===== src/rtl/cs_uop_sequencer_pkg.sv =====
// Shared control-store sequencing definitions: state encodings, default widths, row count.
// Pure declarations, no latency or flow control of its own.
package cs_uop_sequencer_pkg;

  localparam int CS_ADDR_W = 7;
  localparam int CS_NU_W   = 2;
  localparam int CS_ROWS   = 1 << CS_ADDR_W;

  typedef enum logic [1:0] {
    IDLE  = 2'b00,
    ISSUE = 2'b01,
    SKIP  = 2'b10
  } seq_state_e;

endpackage


===== src/rtl/seq_iter_counter.sv =====
// REP iteration down-counter (built only with CS_SEQ_REP_EN): load wins over dec.
// Single-cycle update; is_one/is_two decode the current count.
`ifdef CS_SEQ_REP_EN
module seq_iter_counter #(
  parameter int CNT_W = 32
) (
  input  logic             clk,
  input  logic             reset,
  input  logic             load,
  input  logic [CNT_W-1:0] load_val,
  input  logic             dec,
  output logic             is_one,
  output logic             is_two
);

  logic [CNT_W-1:0] count;

  always_ff @(posedge clk or negedge reset) begin
    if (!reset) begin
      count <= '0;
    end else if (load) begin
      count <= load_val;
    end else if (dec) begin
      count <= count - CNT_W'(1);
    end
  end

  assign is_one = (count == CNT_W'(1));
  assign is_two = (count == CNT_W'(2));

endmodule
`endif


===== src/rtl/cs_uop_sequencer.sv =====
// Control-store micro-sequencer; REP iteration and the ECX=0 SKIP row exist only with CS_SEQ_REP_EN.
// First row one cycle after accept; stall freezes everything, flush drops the instruction and blocks accept.
module cs_uop_sequencer
  import cs_uop_sequencer_pkg::*;
#(
  parameter int ADDR_W = CS_ADDR_W,
  parameter int NU_W   = CS_NU_W,
  parameter int CNT_W  = 32
) (
  input  logic              clk,
  input  logic              reset,
  input  logic              in_valid,
  output logic              in_ready,
  input  logic [ADDR_W-1:0] in_base,
  input  logic [NU_W-1:0]   in_nuops_m1,
  input  logic              in_isREP,
  input  logic [CNT_W-1:0]  in_ecx,
  input  logic              stall,
  input  logic              flush,
  output logic              out_valid,
  output logic [ADDR_W-1:0] out_addr,
  output logic              out_first,
  output logic              out_last,
  output logic              out_squash,
  output logic              busy
);

  seq_state_e        state_q, state_n;
  logic [ADDR_W-1:0] base_q, base_n, addr_n;
  logic [NU_W-1:0]   nrows_q, nrows_n, offset_q, offset_n;
  logic              first_iter_q, first_iter_n;
  logic              valid_n, first_n, last_n;
  logic              fire, accept, end_row, done;
  logic              iter_one, iter_two, load_one, rep_zero;

  assign fire     = out_valid & ~stall;
  assign in_ready = ~flush & ((state_q == IDLE) | (fire & out_last));
  assign accept   = in_valid & in_ready;
  assign end_row  = (offset_q == nrows_q);
  assign done     = fire & ((state_q == SKIP) | (end_row & iter_one));

`ifdef CS_SEQ_REP_EN
  assign rep_zero = in_isREP & (in_ecx == '0);
  assign load_one = ~in_isREP | (in_ecx == CNT_W'(1));

  seq_iter_counter #(.CNT_W(CNT_W)) u_iter (
    .clk      (clk),
    .reset    (reset),
    .load     (accept),
    .load_val (in_isREP ? in_ecx : CNT_W'(1)),
    .dec      (fire & ~flush & (state_q == ISSUE) & end_row & ~iter_one),
    .is_one   (iter_one),
    .is_two   (iter_two)
  );

  always_ff @(posedge clk or negedge reset) begin
    if (!reset) begin
      out_squash <= 1'b0;
    end else if (flush) begin
      out_squash <= 1'b0;
    end else if (accept) begin
      out_squash <= rep_zero;
    end else if (fire) begin
      out_squash <= 1'b0;
    end
  end
`else
  logic unused_rep_inputs;
  assign unused_rep_inputs = ^{in_isREP, in_ecx};
  assign rep_zero   = 1'b0;
  assign load_one   = 1'b1;
  assign iter_one   = 1'b1;
  assign iter_two   = 1'b0;
  assign out_squash = 1'b0;
`endif

  // Outputs are registered, so decode them from the next-cycle row position.
  always_comb begin
    state_n      = state_q;
    base_n       = base_q;
    nrows_n      = nrows_q;
    offset_n     = offset_q;
    first_iter_n = first_iter_q;
    valid_n      = out_valid;
    addr_n       = out_addr;
    first_n      = out_first;
    last_n       = out_last;
    if (flush) begin
      state_n = IDLE;
      valid_n = 1'b0;
      first_n = 1'b0;
      last_n  = 1'b0;
    end else if (accept) begin
      state_n      = rep_zero ? SKIP : ISSUE;
      base_n       = in_base;
      nrows_n      = in_nuops_m1;
      offset_n     = '0;
      first_iter_n = 1'b1;
      valid_n      = 1'b1;
      addr_n       = in_base;
      first_n      = 1'b1;
      last_n       = rep_zero | ((in_nuops_m1 == '0) & load_one);
    end else if (done) begin
      state_n      = IDLE;
      valid_n      = 1'b0;
      first_n      = 1'b0;
      last_n       = 1'b0;
      first_iter_n = 1'b0;
    end else if (fire) begin
      first_iter_n = 1'b0;
      first_n      = 1'b0;
      if (!end_row) begin
        offset_n = offset_q + NU_W'(1);
        last_n   = (offset_n == nrows_q) & iter_one;
      end else begin
        // Wrapping to the next iteration: the counter is about to drop by one.
        offset_n = '0;
        last_n   = (nrows_q == '0) & iter_two;
      end
      addr_n = base_q + ADDR_W'(offset_n);
    end
  end

  always_ff @(posedge clk or negedge reset) begin
    if (!reset) begin
      state_q      <= IDLE;
      base_q       <= '0;
      nrows_q      <= '0;
      offset_q     <= '0;
      first_iter_q <= 1'b0;
      out_valid    <= 1'b0;
      out_addr     <= '0;
      out_first    <= 1'b0;
      out_last     <= 1'b0;
      busy         <= 1'b0;
    end else begin
      state_q      <= state_n;
      base_q       <= base_n;
      nrows_q      <= nrows_n;
      offset_q     <= offset_n;
      first_iter_q <= first_iter_n;
      out_valid    <= valid_n;
      out_addr     <= addr_n;
      out_first    <= first_n;
      out_last     <= last_n;
      busy         <= (state_n != IDLE);
    end
  end

endmodule

===== config.mk =====
export PLATFORM = sky130hd
export DESIGN_NAME = cs_uop_sequencer
export DESIGN_NICKNAME = d
export VERILOG_FILES = /design/src/rtl/cs_uop_sequencer_pkg.sv /design/src/rtl/seq_iter_counter.sv /design/src/rtl/cs_uop_sequencer.sv
export SDC_FILE = /design/constraint.sdc
export NUM_CORES = 1
export LEC_CHECK = 0
export ABC_AREA = 1
export BUFFER_PORTS_ARGS = -buffer_cell sky130_fd_sc_hd__buf_4
export CAP_MARGIN = 15
export CORE_AREA = 2 2 58 60
export DETAILED_ROUTE_END_ITERATION = 8
export DIE_AREA = 0 0 60 62
export HOLD_SLACK_MARGIN = 0.05
export PLACE_DENSITY = 0.71
export SETUP_SLACK_MARGIN = 0.05
export SLEW_MARGIN = 10
export SYNTH_ARGS = -nofsm -noshare
export SYNTH_HDL_FRONTEND = slang
export SYNTH_SLANG_ARGS = --single-unit
export TNS_END_PERCENT = 1

===== constraint.sdc =====
create_clock -name clk -period 2.05 [get_ports clk]
set_input_delay 0 -clock clk [delete_from_list [all_inputs] [get_ports clk]]
set_output_delay 0 -clock clk [all_outputs]
set_load 0.05 [all_outputs]

==> impl_results.md, run 1 <==
- Status: finished, final reports clean
- Final Hold Viols: 0
- Synthesized area per cell: 7.71 µm²
- Register area share after synthesis: 0.445
- Yosys top cell area share: 0.445
- Area Overhead vs Synth: 28.0%
- Syn Nets: 224
- Placer Congestion: 0.752
- Yosys reg bits: 24
- Distinct cells, synth: 27
- Startpoint Class: register
- Final setup TNS: 0 ns
- H-Tree Level Count: 1
- Resize count post-CTS: 0
- GRT Total Usage: 0.159
- Crit-path slowest cell: dfrtp_1
- Worst reg2reg path depth: 13
- Setup crit end kind: register
- Final Max Slew Viols: 0
- Ys Warns: 0
- R2r endpoint: out_addr[4]$_DFFE_PN0P_
- Reg clk slew, reported paths: 0.14 ns
- Clk_lat worst skew: 0.32 ns
- Die Span X: 60 µm
- Cell mode on critical path: nand2_1
- Gr ovfl total: 0
- Buf+Inv Stages, Crit Path: 3
- Family with the most delay on the worst path: simple AND/OR/NAND/NOR gates
- Post-synth EDFFs: 0
- Initial Util: 0.425
- CTS tree: yes
- CTS Root Cell: clkbuf_4
- Most frequent cell after synthesis: nand2_1
- Ys flop type: dfrtp_1
- Crit-path max cell delay: between 0.4 and 0.5 ns
- Worst Setup Path Type: reg2reg
- First-pass GRT wire length: ~4.5 mm
- WP data arrival: 1.98 ns
- RSZ-0062 raised after global routing: false
- Crit path max fanout: 6
- Ys async rst share: 1.00
- Vias in the first global route: 1054
- Mapped cell area: 0.00135 mm²
- WP depth: 13
- Hold WS: 0.0850 ns
- R2r setup slk: 0.30 ns
- Drt drc: 0
- Fillcell total: 325
- Max Clk Rate: roughly 0.57 GHz
- 1st-pass router iterations: 4
- Post-CTS Setup Inserts: 0
- Via count: approximately 1200
- Crit path from: offset_q[1]$_DFFE_PN0P_
- Worst-path cell chain: inv_1 -> nand2_1 -> nand2_1 -> a21oi_1 -> ha_1 -> ha_1 -> inv_1 -> nand2_2 -> nand2_1 -> nand3_1 -> nand3b_1 -> nand2_1 -> inv_1
- Port-buffer cells: 25
- Vias per inst: 4.57
- HPWL after detailed placement: 1.92 mm
- Antenna violations before repair: 0
- Synth cell count leaders: 53 x nand2_1, 30 x inv_1, 24 x dfrtp_1
- Pwr/cell area: approximately 1200 mW/mm²
- Cell Rows: 21
- Clock Skews: between 0.01 and 0.015 ns
- Minimum clock period: 1.75 ns
- Mapped Cells: 175
- Wirelength, routed: 2.64 mm
- Finish-stage setup viols: 0
- Core area: 0.00318 mm²
- Chip height: 62 µm
- Clock tree buffer depth: 2
- Maximum ir drop on the vdd rail: 0.000479 V
- Die ar.: around 0.0037 mm²
- Post-synth top area cell: dfrtp_1
- N_diodes: 0
- Leakage power: 0.000921 µW
- Area contributors post-synth: dfrtp_1 44%, nand2_1 15%, inv_1 8.3%
- Max Cap Violations: 0
- Largest net degree at the start of global routing: 25
- Total power: 2000 µW
- Clk sink count: 24
- Antenna-violating nets left: 0
- WL/cell: 10.3 µm
- Num CTS Buffers: 3
- DP Cell Count: between 200 and 250
- Post-cts hold buffer count: 11
- RR Startpoint: offset_q[1]$_DFFE_PN0P_
- # IOs: 60
- Worst Setup EP: out_addr[4]$_DFFE_PN0P_
- Layout cells sized above 1: 0.213
- Final std cells w/o fill: 257
- Starting DRC count in detailed routing: 26
- Min-Delay Path Class: in2reg
- Final worst-path cycle share: 0.852
- Fin nets: 261
- Required time worst endpoint: 2.28 ns
## routing by layer
layer / vias to the layer above / global-route usage / wire, µm
met1: 539 / 0.201 / 1260
met4: 0 / 0.0476 / 15
met3: 2 / 0.0207 / 74
li1: 615 / - / -
met5: - / 0 / 0
met2: 19 / 0.284 / 1290
## per-stage QoR
step                      setup slack, ns   util  instance area [µm²]
after detailed placement            0.326  0.492                 1570
after floorplan                     0.397      -                 1350
after CTS                           0.301  0.543                 1730
final                               0.304  0.543                 1730
after global placement              0.326  0.492                 1570
after global routing               0.0581  0.543                 1730
## report_power, final
part           total, µW  leakage, µW  switching (µW)  internal (µW)
combinational        973     0.000599             645            328
sequential           684     0.000295            84.4            599
clock                342    0.0000279             145            198
total               2000     0.000921             874           1120
## cells in the final DEF (no fill, tap or decap), types with 2 or more instances in the layout
master,instances
nand3b_1,2
o21ai_0,11
ha_1,2
dfrtp_1,24
nand2_1,53
or2_2,4
buf_4,26
nand2_4,2
dlygate4sd3_1,11
clkbuf_4,3
nor2_1,5
nand3_1,13
nand3_2,2
nand4_1,4
nand2_2,3
a21oi_1,4
inv_1,30
a31oi_1,2
## registers in the layout, summed over array words and instances, names as in the netlist
| register | flops |
|---|---|
| base_q | 7 |
| busy | 1 |
| nrows_q | 2 |
| offset_q | 2 |
| out_addr | 7 |
| out_first | 1 |
| out_last | 1 |
| out_valid | 1 |
| state_q | 2 |
## tightest hold or removal path, cell delays in order
cell and delay, ns:
buf_4 0.11, nand3_2 0.17, nand2_1 0.08
## logic make-up after synthesis
family          after synthesis  synth area share
compound gates               19            0.0769
xor+xnor                      2            0.0185
fa+ha+maj                     2            0.0185
buf+inv                      36             0.114
flops                        24             0.445
other cells                   1           0.00278
simple gates                 91             0.324
## final cells by class
type | count | area (µm²) | area share
flip-flops and latches | 24 | 601 | 0.348
multi-input cells | 115 | 596 | 0.345
repair buffers | 37 | 305 | 0.177
inverters | 31 | 116 | 0.0673
well taps | 46 | 57.6 | 0.0333
clock inverters | 1 | 30.0 | 0.0174
clock buffers | 3 | 22.5 | 0.0130
## worst min-delay path by stage
stage                         from  slack (ns)                 endpoint  cells past startpoint
after floorplan              reset       -0.30    base_q[0]$_DFFE_PN0P_                      0
after global placement       reset       -0.08  out_addr[1]$_DFFE_PN0P_                      1
after detailed placement     reset       -0.08  out_addr[2]$_DFFE_PN0P_                      1
after CTS                 in_valid        0.07    out_first$_DFFE_PN0P_                      3
after global routing      in_valid        0.11    out_first$_DFFE_PN0P_                      3
final                     in_valid        0.09    out_first$_DFFE_PN0P_                      3
Note: power is estimated with default switching activity, not from simulation.
==> run 2: changes to the inputs <==
- CORE_AREA: 2 2 58 60 -> 2 2 60 62
- DIE_AREA: 0 0 60 62 -> 0 0 62 64
- PLACE_DENSITY: 0.71 -> 0.69
- clock period: 2.05 -> 1.43 ns (I/O delays scaled with it)
==> run 2 against run 1 <==
Net effect: the run now ends with negative setup slack left; count of clock-buffer cells in the layout is the same; clock power rose by 46%; clock skew decreased by 0.0066 ns; wire length increased by 9.9%; via count increased by 5.7%; critical endpoint is now out_addr[6]$_DFFE_PN0P_; largest cell class is now multi-input gates.
==> impl_results.md, run 2 (synthesis gave the netlist of run 1 again) <==
- Status: complete, but fails checks (was finished, final reports clean)
- Failing checks: negative setup slack
- Worst Setup Path Type: reg2reg (unchanged)
- GRT Total Usage: 0.164 (was 0.159)
- Combinational power share: 0.535 (was 0.487)
- Sequential Power Share: 0.311 (was 0.342)
- Fin nets: 279 (was 261)
- 1st-pass router iterations: 4 (unchanged)
- Starting DRC count in detailed routing: 42 (was 26)
- Die Span X: 62 µm (was 60 µm)
- WL/cell: 10.5 µm (was 10.3 µm)
- Max Clk Rate: 0.588 GHz (was 0.573 GHz)
- Startpoint Class: register (unchanged)
- Antenna violations before repair: 0 (unchanged)
- WP data arrival: 1.94 ns (was 1.98 ns)
- Finish-stage setup viols: 8 (was 0)
- Net Sw Frac: 0.428 (was 0.437)
- CTS tree: yes (unchanged)
- Via count: 1242 (was 1175)
- H-Tree Level Count: 1 (unchanged)
- Setup crit end kind: register (unchanged)
- Core area: 0.00328 mm² (was 0.00318 mm²)
- Gr ovfl total: 0 (unchanged)
- DP Worst Slack: -0.231 ns (was 0.326 ns)
- Leakage power: 0.00101 µW (was 0.000921 µW)
- CTS Root Cell: clkbuf_4 (unchanged)
- Chip height: 64 µm (was 62 µm)
- Clock tree buffer depth: 2 (unchanged)
- Min-Delay Path Class: in2reg (unchanged)
- Port-buffer cells: 25 (unchanged)
- Largest regs: base_q x7, out_addr x7 (unchanged)
- HPWL after detailed placement: 2.12 mm (was 1.92 mm)
- Wirelength, routed: 2.90 mm (was 2.64 mm)
- Clk_lat worst skew: 0.32 ns (about the same)
- Clock Skews: 0.00686 ns (was 0.0135 ns)
- Final Max Slew Viols: 0 (unchanged)
- Final worst-path cycle share: 1.19 (was 0.852)
- Layout cells sized above 1: 0.349 (was 0.213)
- Drt drc: 0 (unchanged)
- RSZ-0062 raised after global routing: true (was false)
- Commonest non-fill, non-tap cells in the layout: 49 x nand2_1, 43 x buf_4, 26 x inv_1, 20 x dfrtp_1 (was 53 x nand2_1, 30 x inv_1, 26 x buf_4, 24 x dfrtp_1, 13 x nand3_1)
- Initial Util: 0.411 (was 0.425)
- Crit path max fanout: 6 (unchanged)
- Most common cell after layout, fill and taps aside: nand2_1 (unchanged)
- Required time worst endpoint: 1.67 ns (was 2.28 ns)
- Minimum clock period: 1.70 ns (was 1.75 ns)
- DP Cell Count: 258 (was 242)
- N_diodes: 0 (unchanged)
- Pwr/cell area: 1680 mW/mm² (was 1160 mW/mm²)
- # IOs: 60 (unchanged)
- Clock power share: 0.154 (was 0.171)
- Final Hold Viols: 0 (unchanged)
- Cell Rows: 21 (unchanged)
- Maximum ir drop on the vdd rail: 0.000768 V (was 0.000479 V)
- Antenna-violating nets left: 0 (unchanged)
- Die ar.: 0.00397 mm² (was 0.00372 mm²)
- Final Worst Setup Slack: -0.271 ns (was 0.304 ns)
- Psw: 1390 µW (was 874 µW)
- Max Cap Violations: 0 (unchanged)
- First-pass GRT wire length: 4.90 mm (was 4.45 mm)
- Placer Congestion: 0.786 (was 0.752)
- Final std cells w/o fill: 275 (was 257)
- Reg clk slew, reported paths: 0.14 ns (about the same)
- Clk sink count: 24 (unchanged)
- Internal: 1850 µW (was 1120 µW)
- Largest net degree at the start of global routing: 25 (unchanged)
- Vias in the first global route: 1152 (was 1054)
- Vias per inst: 4.52 (was 4.57)
- Num CTS Buffers: 3 (unchanged)
- Area Overhead vs Synth: 42.7% (was 28.0%)
-- run 2: cell types whose count changed in the layout (fill, tap and decap cells not counted), sizes merged --
| cell | before | now |
|---|---|---|
| buf | 26 | 44 |
-- run 2: through the flow --
| step | area, µm² | setup TNS (ns) | utilization | total power [µW] | hold slack (ns) |
|---|---|---|---|---|---|
| after global routing | 1930 | -2.50 | 0.587 | 3470 | 0.0822 |
| after floorplan | 1360 | -0.400 | - | 2050 | -0.296 |
| after detailed placement | 1690 | -1.07 | 0.516 | 2580 | -0.0797 |
| final | 1930 | -1.26 | 0.587 | 3240 | 0.0643 |
| after global placement | 1690 | -1.02 | 0.516 | 2570 | -0.0776 |
| after CTS | 1870 | -1.21 | 0.568 | 3130 | 0.0549 |
-- run 2: layout make-up --
class | instances | area, µm²
Timing Repair Buffer | 55 | 444
Fill cell | 324 | 1360
Inverter | 31 | 116
Multi-Input combinational cell | 115 | 651
Clock buffer | 3 | 22.5
Sequential cell | 24 | 606
Clock inverter | 1 | 30.0
Tap cell | 46 | 57.6
-- run 2: power by group through the flow --
stage,clock (µW),combinational (µW),sequential [µW]
after detailed placement,0,1590,998
after floorplan,0,695,1350
after global placement,0,1570,1000
final,500,1730,1010
after CTS,514,1630,986
after global routing,536,1900,1040
-- run 2: final timing paths --
check	from	depth (start not counted)	end	slack, ns
worst max-delay path	offset_q[1]$_DFFE_PN0P_	13	out_addr[6]$_DFFE_PN0P_	-0.27
worst min-delay path	stall	5	state_q[0]$_DFF_PN0_	0.06
worst max register to register	offset_q[1]$_DFFE_PN0P_	13	out_addr[6]$_DFFE_PN0P_	-0.27
worst min register to register	out_first$_DFFE_PN0P_	2	out_first$_DFFE_PN0P_	0.50
max in group asynchronous	reset	2	out_valid$_DFFE_PN0P_	1.07
min in group asynchronous	reset	2	base_q[4]$_DFFE_PN0P_	0.10
-- run 2: worst max-delay path: stages (launching register included) --
cell and delay (ns):
dfrtp_2 0.46, inv_2 0.06, nand2_2 0.06, nand2_2 0.08, a21oi_2 0.18, ha_2 0.23
ha_4 0.14, inv_2 0.04, nand2_4 0.08, nand2_2 0.05, nand3_2 0.06, nand3b_1 0.08
nand2_1 0.07, inv_1 0.04
-- run 2: metal layers --
metal | vias to the layer above | share of wire | track usage
li1 | 649 | - | -
met1 | 564 | 0.48 | 0.215
met2 | 27 | 0.47 | 0.262
met3 | 2 | 0.047 | 0.0445
met4 | 0 | 0.0052 | 0.0399
met5 | - | 0 | 0
-- run 2: what timing repair did --
action | 4_1_cts | 5_1_grt
buffers inserted | 0 | 2
hold endpoints to repair | 39 | 0
setup endpoints to repair | 12 | 19
hold buffers | 11 | 0
pin swaps | 1 | 9
gates resized for setup | 2 | 18
